File: src/rtl/rjsc5_pkg.sv
// Shared types and widths for the RJSC5 execute stage.
// RJSC5_EX_SLT_EN adds the SET state used by SLT/SLTU.
package rjsc5_pkg;

  localparam int unsigned HALF_W = 16;
  localparam int unsigned RD_W   = 5;

  typedef enum logic [2:0] {
    OP_ADD  = 3'd0,
    OP_SUB  = 3'd1,
    OP_AND  = 3'd2,
    OP_OR   = 3'd3,
    OP_XOR  = 3'd4,
    OP_SLT  = 3'd5,
    OP_SLTU = 3'd6,
    OP_RSVD = 3'd7
  } ex_op_t;

  typedef enum logic [1:0] {
    ST_IDLE = 2'd0,
`ifdef RJSC5_EX_SLT_EN
    ST_SET  = 2'd2,
`endif
    ST_HI   = 2'd1
  } ex_state_t;

  // Ops whose adder input B is inverted with a +1 carry into the low half.
  function automatic logic op_is_sub(input ex_op_t op);
    return (op == OP_SUB) || (op == OP_SLT) || (op == OP_SLTU);
  endfunction

  // Ops that write both halves directly from the datapath.
  function automatic logic op_is_base(input ex_op_t op);
    return (op == OP_ADD) || (op == OP_SUB) || (op == OP_AND) ||
           (op == OP_OR)  || (op == OP_XOR);
  endfunction

endpackage

File: src/rtl/half_addsub.sv
// Combinational half-word add/subtract with carry-in and carry-out.
module half_addsub #(
  parameter int unsigned W = 16
) (
  input  logic [W-1:0] i_a,
  input  logic [W-1:0] i_b,
  input  logic         i_sub,
  input  logic         i_cin,
  output logic [W-1:0] o_sum_c,
  output logic         o_cout_c
);

  logic [W-1:0] w_b;
  logic [W:0]   w_full;

  assign w_b    = i_sub ? ~i_b : i_b;
  assign w_full = {1'b0, i_a} + {1'b0, w_b} + (W+1)'(i_cin);
  assign {o_cout_c, o_sum_c} = w_full;

endmodule

File: src/rtl/ex_half_alu.sv
// Execute-stage ALU processing 32-bit operands as two 16-bit halves.
// Define RJSC5_EX_SLT_EN to enable SLT/SLTU (extra SET cycle).
module ex_half_alu #(
  parameter int unsigned HALF_W = 16
) (
  input  logic              clk,
  input  logic              reset,
  input  logic              ex_clken,
  input  logic              ex_valid,
  input  logic [2:0]        ex_op,
  input  logic [4:0]        ex_rd,
  input  logic [HALF_W+3:0] ex_src,
  input  logic [HALF_W-1:0] ex_src_b,
  output logic              ex_ready,
  output logic              rw_clken,
  output logic              rw_half,
  output logic [4:0]        rw_rd,
  output logic [HALF_W-1:0] rw_result
);
  import rjsc5_pkg::*;

  ex_state_t         r_state, w_state_nxt;
  ex_op_t            r_op, w_op_nxt, w_op;
  logic [RD_W-1:0]   r_rd, w_rd_nxt;
  logic              r_carry, w_carry_nxt;
  logic              r_ready, w_ready_nxt;
  logic              r_rw_clken, w_rw_clken_nxt;
  logic              r_rw_half, w_rw_half_nxt;
  logic [RD_W-1:0]   r_rw_rd, w_rw_rd_nxt;
  logic [HALF_W-1:0] r_rw_result, w_rw_result_nxt;
  logic [HALF_W-1:0] w_a, w_sum, w_alu;
  logic              w_sub, w_cin, w_cout;
  logic              w_unused_src;

  assign w_a          = ex_src[HALF_W-1:0];
  assign w_unused_src = ^ex_src[HALF_W+3:HALF_W];

  // The op comes from the port while accepting, from the latch in later steps.
  assign w_op  = (r_state == ST_IDLE) ? ex_op_t'(ex_op) : r_op;
  assign w_sub = op_is_sub(w_op);
  assign w_cin = (r_state == ST_IDLE) ? w_sub : r_carry;

  half_addsub #(.W(HALF_W)) u_addsub (
    .i_a      (w_a),
    .i_b      (ex_src_b),
    .i_sub    (w_sub),
    .i_cin    (w_cin),
    .o_sum_c  (w_sum),
    .o_cout_c (w_cout)
  );

  always_comb begin
    case (w_op)
      OP_AND:  w_alu = w_a & ex_src_b;
      OP_OR:   w_alu = w_a | ex_src_b;
      OP_XOR:  w_alu = w_a ^ ex_src_b;
      default: w_alu = w_sum;
    endcase
  end

`ifdef RJSC5_EX_SLT_EN
  logic r_lt, w_lt_nxt, w_lt_c;

  // Signed compare: differing signs decide directly, else the difference sign.
  assign w_lt_c = (w_op == OP_SLTU) ? ~w_cout :
                  (w_a[HALF_W-1] != ex_src_b[HALF_W-1]) ? w_a[HALF_W-1] : w_sum[HALF_W-1];
`endif

  always_comb begin
    w_state_nxt     = r_state;
    w_op_nxt        = r_op;
    w_rd_nxt        = r_rd;
    w_carry_nxt     = r_carry;
    w_rw_clken_nxt  = 1'b0;
    w_rw_half_nxt   = r_rw_half;
    w_rw_rd_nxt     = r_rw_rd;
    w_rw_result_nxt = r_rw_result;
`ifdef RJSC5_EX_SLT_EN
    w_lt_nxt        = r_lt;
`endif
    case (r_state)
      ST_IDLE: begin
        if (ex_valid) begin
          w_op_nxt        = w_op;
          w_rd_nxt        = ex_rd;
          w_carry_nxt     = w_cout;
          w_rw_clken_nxt  = op_is_base(w_op);
          w_rw_half_nxt   = 1'b0;
          w_rw_rd_nxt     = ex_rd;
          w_rw_result_nxt = w_alu;
          w_state_nxt     = ST_HI;
        end
      end
      ST_HI: begin
        w_rw_clken_nxt  = op_is_base(r_op);
        w_rw_half_nxt   = 1'b1;
        w_rw_rd_nxt     = r_rd;
        w_rw_result_nxt = w_alu;
        w_state_nxt     = ST_IDLE;
`ifdef RJSC5_EX_SLT_EN
        if ((r_op == OP_SLT) || (r_op == OP_SLTU)) begin
          w_rw_clken_nxt  = 1'b1;
          w_rw_result_nxt = '0;
          w_lt_nxt        = w_lt_c;
          w_state_nxt     = ST_SET;
        end
`endif
      end
`ifdef RJSC5_EX_SLT_EN
      ST_SET: begin
        w_rw_clken_nxt  = 1'b1;
        w_rw_half_nxt   = 1'b0;
        w_rw_rd_nxt     = r_rd;
        w_rw_result_nxt = {(HALF_W-1)'(0), r_lt};
        w_state_nxt     = ST_IDLE;
      end
`endif
      default: w_state_nxt = ST_IDLE;
    endcase
    w_ready_nxt = (w_state_nxt == ST_IDLE);
  end

  // Everything holds while the stage is stalled; only the write strobe drops.
  always_ff @(posedge clk or negedge reset) begin
    if (!reset) begin
      r_state     <= ST_IDLE;
      r_op        <= OP_ADD;
      r_rd        <= '0;
      r_carry     <= 1'b0;
      r_ready     <= 1'b1;
      r_rw_clken  <= 1'b0;
      r_rw_half   <= 1'b0;
      r_rw_rd     <= '0;
      r_rw_result <= '0;
`ifdef RJSC5_EX_SLT_EN
      r_lt        <= 1'b0;
`endif
    end else if (ex_clken) begin
      r_state     <= w_state_nxt;
      r_op        <= w_op_nxt;
      r_rd        <= w_rd_nxt;
      r_carry     <= w_carry_nxt;
      r_ready     <= w_ready_nxt;
      r_rw_clken  <= w_rw_clken_nxt;
      r_rw_half   <= w_rw_half_nxt;
      r_rw_rd     <= w_rw_rd_nxt;
      r_rw_result <= w_rw_result_nxt;
`ifdef RJSC5_EX_SLT_EN
      r_lt        <= w_lt_nxt;
`endif
    end else begin
      r_rw_clken  <= 1'b0;
    end
  end

  assign ex_ready  = r_ready;
  assign rw_clken  = r_rw_clken;
  assign rw_half   = r_rw_half;
  assign rw_rd     = r_rw_rd;
  assign rw_result = r_rw_result;

endmodule

File: config.mk
export PLATFORM = sky130hd
export DESIGN_NAME = ex_half_alu
export DESIGN_NICKNAME = d
export VERILOG_FILES = /design/src/rtl/rjsc5_pkg.sv /design/src/rtl/half_addsub.sv /design/src/rtl/ex_half_alu.sv
export SDC_FILE = /design/constraint.sdc
export NUM_CORES = 1
export LEC_CHECK = 0
export CORE_MARGIN = 1.5
export CORE_UTILIZATION = 47
export DETAILED_ROUTE_END_ITERATION = 7
export HOLD_SLACK_MARGIN = 0.08
export PLACE_DENSITY = 0.77
export SYNTH_ARGS = -nofsm -noshare
export SYNTH_HDL_FRONTEND = slang
export SYNTH_SLANG_ARGS = --single-unit
File: constraint.sdc
create_clock -name clk -period 3.45 [get_ports clk]
set_clock_uncertainty 0.05 [all_clocks]
set_input_delay 0.345 -clock clk [delete_from_list [all_inputs] [get_ports clk]]
set_output_delay 0.345 -clock clk [all_outputs]
set_load 0.01 [all_outputs]
# After elaboration in Yosys (flattened, before gate mapping)

Index checks and enable logic that the tools add are counted.

Equality and inequality tests: 12
Reduce and logical (&&, ||, !) cells: 17
Bitwise operators: 4
Mux-type cells: 15
Add/subtract/negate cells: 2

Operator list:

| operator                                      | count |
|---|---|
| one-hot mux 16 bit (3 select lines)           | 1 |
| 2-to-1 mux 16 bit                             | 2 |
| one-hot mux 16 bit (2 select lines)           | 1 |
| adder 16 x 16 -> 17 bit                       | 1 |
| adder 17 x 1 -> 17 bit                        | 1 |
| bitwise AND 16 bit                            | 1 |
| NOT 16 bit                                    | 1 |
| OR 16 bit                                     | 1 |
| XOR 16 bit                                    | 1 |
| == test 3 x 2 -> 1 bit, second input constant | 4 |
| == test 3 bit, second input constant          | 4 |
| logical OR 1 bit                              | 10 |
| one-hot mux 5 bit (2 select lines)            | 1 |
| == test 3 x 1 -> 1 bit, second input constant | 2 |
| logical NOT 3 bit                             | 2 |
| AND reduction 3 bit                           | 2 |
| 2-to-1 mux 5 bit                              | 1 |
| logical NOT 2 bit                             | 2 |
| 2-to-1 mux 1 bit                              | 4 |
| 2-to-1 mux 2 bit                              | 2 |
| one-hot mux 1 bit (2 select lines)            | 2 |
| 2-to-1 mux 3 bit                              | 1 |
| == test 2 x 1 -> 1 bit, second input constant | 1 |
| inequality test 2 bit, second input constant  | 1 |
| nonzero test 2 bit                            | 1 |

Logic and storage cells: 59
Bits in registers: 35
Bits of input ports: 48
Output and inout bits: 24

# Depth between registers and ports, before layout

Word-level depth: 11
Gate-level depth with buffers: 16

# Modules after synthesis

A second synthesis with hierarchy kept.

Cell total of the unflattened synthesis: 395
Area, all modules: 3757.4 um^2

Modules (own cells, without submodules):

| module      | sequential area each (um^2) | cells each | instances | area an instance (um^2) |
|---|---|---|---|---|
| ex_half_alu | 877.1                       | 274        | 1         | 2772.7 |
| half_addsub | 0.0                         | 121        | 1         | 984.7 |

# Least setup slack after synthesis

OpenSTA, ideal clock, no wires.

Path kind: register to register
Start point: register r_state[0]
End point: register r_rw_result[14] (netlist: rw_result[14])
Required time: 3.276 ns
Path buffers: 2
Setup slack: -0.054 ns
Period minus slack after synthesis: 3.504 ns
Stages on the path, launching flop included: 17
Library setup time: 0.124 ns
Arrival: 3.330 ns
Path through: dfrtp_1 nor2_2 buf_6 o21ai_0 a31o_2 o21ai_2 buf_4 xnor2_1 fa_1 inv_1 fa_1 nor2b_1 o31ai_2 a31oi_1 a31oi_1 mux2i_1 a211o_1

Word-level cells in the longest chain between the ends: 11

RTL lines:

| item                                                           | RTL line                                                | source |
|---|---|---|
| start, declared                                                | ex_half_alu.sv:22                                       | `ex_state_t r_state, w_state_nxt;` |
| start signal, assigned                                         | ex_half_alu.sv:139                                      | `r_state <= w_state_nxt;` |
| logical NOT 2 bit                                              | ex_half_alu.sv:39, ex_half_alu.sv:41, ex_half_alu.sv:81 |  |
| 2-to-1 mux 3 bit                                               | ex_half_alu.sv:39                                       | `assign w_op = (r_state == ST_IDLE) ? ex_op_t'(ex_op) : r_op;` |
| == test 3 x 1 -> 1 bit / == test 3 bit (equally long branches) | rjsc5_pkg.sv:29                                         | `return (op == OP_SUB) \|\| (op == OP_SLT) \|\| (op == OP_SLTU);` |
| logical OR 1 bit (2 in series)                                 | rjsc5_pkg.sv:29                                         |  |
| 2-to-1 mux 16 bit                                              | half_addsub.sv:16                                       | `assign w_b = i_sub ? ~i_b : i_b;` |
| adder 16 x 16 -> 17 bit                                        | half_addsub.sv:17                                       | `assign w_full = {1'b0, i_a} + {1'b0, w_b} + (W+1)'(i_cin);` |
| adder 17 x 1 -> 17 bit                                         | half_addsub.sv:17                                       |  |
| one-hot mux 16 bit (3 select lines)                            | ex_half_alu.sv:53                                       | `case (w_op)` |
| 2-to-1 mux 16 bit                                              | ex_half_alu.sv:83                                       | `if (ex_valid) begin` |
| one-hot mux 16 bit (2 select lines)                            | ex_half_alu.sv:81                                       | `case (r_state)` |
| end signal, assigned                                           | ex_half_alu.sv:147                                      | `r_rw_result <= w_rw_result_nxt;` |
| end, declared                                                  | ex_half_alu.sv:30                                       | `logic [HALF_W-1:0] r_rw_result, w_rw_result_nxt;` |

Parallel ways exist; a longest one is shown, timed or not. The select of a mux whose other input is x is not followed.
A chain may end at the register's enable or synchronous reset.

# Worst setup path after layout

Start point: input ex_op[1]
End point: register r_rw_result[14] (netlist: rw_result[14])

Word-level cells in the longest chain between the ends: 10

RTL lines:

| item                                                           | RTL line          | source |
|---|---|---|
| start, declared                                                | ex_half_alu.sv:10 | `input logic [2:0] ex_op,` |
| 2-to-1 mux 3 bit *                                             | ex_half_alu.sv:39 |  |
| == test 3 x 1 -> 1 bit / == test 3 bit (equally long branches) | rjsc5_pkg.sv:29   |  |
| logical OR 1 bit (2 in series)                                 | rjsc5_pkg.sv:29   |  |
| 2-to-1 mux 16 bit                                              | half_addsub.sv:16 |  |
| adder 16 x 16 -> 17 bit                                        | half_addsub.sv:17 |  |
| adder 17 x 1 -> 17 bit                                         | half_addsub.sv:17 |  |
| one-hot mux 16 bit (3 select lines) *                          | ex_half_alu.sv:53 |  |
| 2-to-1 mux 16 bit                                              | ex_half_alu.sv:83 |  |
| one-hot mux 16 bit (2 select lines) *                          | ex_half_alu.sv:81 |  |

Every way passes the cells marked *; elsewhere a longest branch is shown, timed or not. The select of a mux whose other input is x is not followed.

==> results.toml <==
[clock_tree]
path_clk_slew_ns = 0.08
clock_path_buffers = 2
cts_tree = "yes"
clock_latency_ns = 0.29
cts_buffers = 5
cts_root_buffer = "clkbuf_8"
h-tree-depth = 2
cts.sinks = 35

[timing]
relSlewSlack_pct = 49.69
tns_ns = 0
setup_viol = 0
post-route-min-period_ns = 3.229
final.period_utilization_pct = 93.61
slew_viol_final = 0
timing.final.hold_violations = 0
worstMarginPinSlew_ns = 0.7546
rsz0062_at_grt = "false"
worst_slack_ns = 0.2206
max_freq_ghz = 0.3097

[place]
detailed_place_hpwl_um = 6849
placedInstanceArea_um2 = 4273
port_buffers = 67
gp_congestion = 0.9518
dp_cells = 561
place_ws_ns = -0.1368

[global_routing]
track_usage_pct = 24.82
grt_pass1_vias = 3247
overflow = 0
grt_pass1_wl_um = 14990
grt_max_degree = 36
antenna_found_initial = 0

[power]
p_leak_nw = 2.042
power_density_nw_per_um2 = 493.3
finalPower_mw = 2.162
peakVddDrop_mv = 0.2479

[layout]
final_cells = 570
final_nets = 570
fill_cells = 590
drive_gt1_share_pct = 12.24
syn_to_final_growth_pct = 29.88
antenna_cells = 0
design_area_um2 = 4383

[logic_synthesis]
synth_commonest_cells = "ha_1 (47), inv_1 (37), dfrtp_1 (34), nand2_1 (32), nor2_1 (28)"
synth_area_leader_cell = "dfrtp_1"
avgSynthCellArea_um2 = 8.675
syn_inst = 389
yosys_warnings = 0
synth_edf_count = 0
yosys.area.top_type_share_pct = 25.21
ys_types = 56
synth_flop_cell = "dfrtp_1"
yosysMostFrequentCell = "ha_1"
synth-seq-cells = 35
synth_area_leaders = "dfrtp_1 (25%), ha_1 (17%), xnor2_1 (4.7%)"
yosysSeqAreaShare_pct = 25.99
syn_nets = 486
netlist_area_um2 = 3374
ys_async_sr_fraction_pct = 100.0

[detailed_routing]
via_per_inst = 5.607
routed_wl_um = 9074
vias = 3196
routedWlPerCell_um = 15.92
drt_iter0_drc = 178
drc_errors = 0
ant_nets = 0
first_pass_iters = 4

[die]
num_rows = 30
core_um2 = 6869
die_x_um = 87.74
start_util_pct = 49.13
die_area_um2 = 7697
io_pins = 72
fp.dieH_um = 87.74

[critical_path]
arrival_ns = 3.36
cp_max_fo = 9
cp-end-kind = "register"
required_ns = 3.58
critPathKind = "in2reg"
crit_path_start_kind = "input pin"

[min_path]
hold_class = "in2async"

[flow_run]
max_cap_violations = 0

[status]
status = "completed"
[placed cells by master (no fill, tap or decap), drive strengths merged, types with 2 or more instances in the layout]
cell type | synthesis | layout
a21o | 9 | 9
dfrtp | 34 | 34
xnor2 | 18 | 18
and3 | 3 | 3
buf | 7 | 26
a211o | 2 | 2
clkbuf | 9 | 6
nand4 | 3 | 3
nand3 | 13 | 13
nor2 | 29 | 29
o21ai | 25 | 25
a221oi | 6 | 6
nor2b | 3 | 3
a21oi | 25 | 25
a222oi | 4 | 4
ha | 47 | 47
a211oi | 2 | 2
mux2 | 10 | 10
inv | 37 | 37
o21a | 8 | 8
fa | 2 | 2
nand2 | 32 | 32
mux2i | 11 | 11
xor2 | 2 | 2
and2 | 4 | 4
or2 | 2 | 2
a32oi | 2 | 2
o221ai | 2 | 2
o211ai | 6 | 6
a31oi | 6 | 6
clkdlybuf4s50 | 0 | 67
or3 | 7 | 7
nand2b | 4 | 4
o31ai | 2 | 2
or3b | 2 | 2
[stage by stage]
step | hold slack (ns) | util [%]
detailed placement | 0.4232 | 62.20
CTS | 0.4403 | 63.44
global placement | 0.4177 | 62.20
finish | 0.4224 | 63.81
global route | 0.4634 | 63.81
floorplan | -0.0005911 | -
[state kept, by name (all words and copies together) (netlist names)]
name       cells
r_rd           5
r_state        2
rw_rd          5
r_op           3
ex_ready       1
rw_clken       1
r_carry        1
rw_result     16
rw_half        1
[final timing paths]
path                                          startpoint  cells past startpoint  slack (ns)                         to
worst max-delay path                            ex_op[1]                     14        0.22  rw_result[14]$_DFFE_PN0P_
worst min-delay path                               reset                      2        0.42   rw_result[7]$_DFFE_PN0P_
worst max register to register    r_state[1]$_DFFE_PN0P_                     14        0.22  rw_result[14]$_DFFE_PN0P_
worst min register to register  rw_result[2]$_DFFE_PN0P_                      2        0.44   rw_result[2]$_DFFE_PN0P_
max in group asynchronous                          reset                      2        2.56       ex_ready$_DFFE_PN1P_
min in group clk                rw_result[2]$_DFFE_PN0P_                      2        0.44   rw_result[2]$_DFFE_PN0P_
[layer usage]
metal | GRT usage [%] | share of wire (%) | vias up
li1 | - | - | 1548
met1 | 31.37 | 43 | 1525
met2 | 43.23 | 50 | 102
met3 | 2.733 | 4.2 | 21
met4 | 9.668 | 2.3 | 0
met5 | 0 | 0 | -
[cell type report]
type                    count  area (um2)  share of cell area, %
flip-flops and latches     35       877.1                  20.01
repair buffers             93       865.8                  19.75
inverters                  37       138.9                  3.169
clock inverters             2       12.51                 0.2855
clock buffers               6       72.57                  1.656
multi-input cells         301        2296                  52.38
well taps                  96       120.1                  2.741
[power breakdown]
| group | total [mW] | switching (mW) | internal (mW) |
|---|---|---|---|
| Clock | 0.301 | 0.160 | 0.141 |
| Sequential | 0.597 | 0.0705 | 0.527 |
| Combinational | 1.26 | 0.634 | 0.630 |
| Total | 2.16 | 0.864 | 1.30 |
[timing repair]
item / CTS / global route
hold buffers: 0 / 0
resized for setup: 0 / 2
endpoints found under the hold margin: 0 / 0
setup endpoints to repair: 0 / 1
buffers inserted: 0 / 1
[worst max-delay path, stage by stage]
cell and delay, ns:
clkdlybuf4s50_1 0.50, o21ai_0 0.09, a31o_2 0.24, o21ai_2 0.08, buf_4 0.24, buf_4 0.19
xnor2_1 0.13, ha_1 0.30, a21o_1 0.18, a21o_1 0.17, a221o_1 0.29, a31oi_1 0.21
mux2i_1 0.12, a211o_1 0.27
[kinds of logic (layout without fill, tap and decap cells)]
kind of cell | Yosys count | after routing | synth area share, %
adders and majority gates | 49 | 49 | 18.61
DFF | 35 | 35 | 25.99
buffers and inverters | 53 | 138 | 6.785
xor gates and xnor gates | 20 | 20 | 5.191
and+or+nand+nor | 104 | 104 | 14.94
muxes | 21 | 21 | 7.082
AOI/OAI and AO/OA | 107 | 107 | 21.39
(Power assumes the default switching activity.)
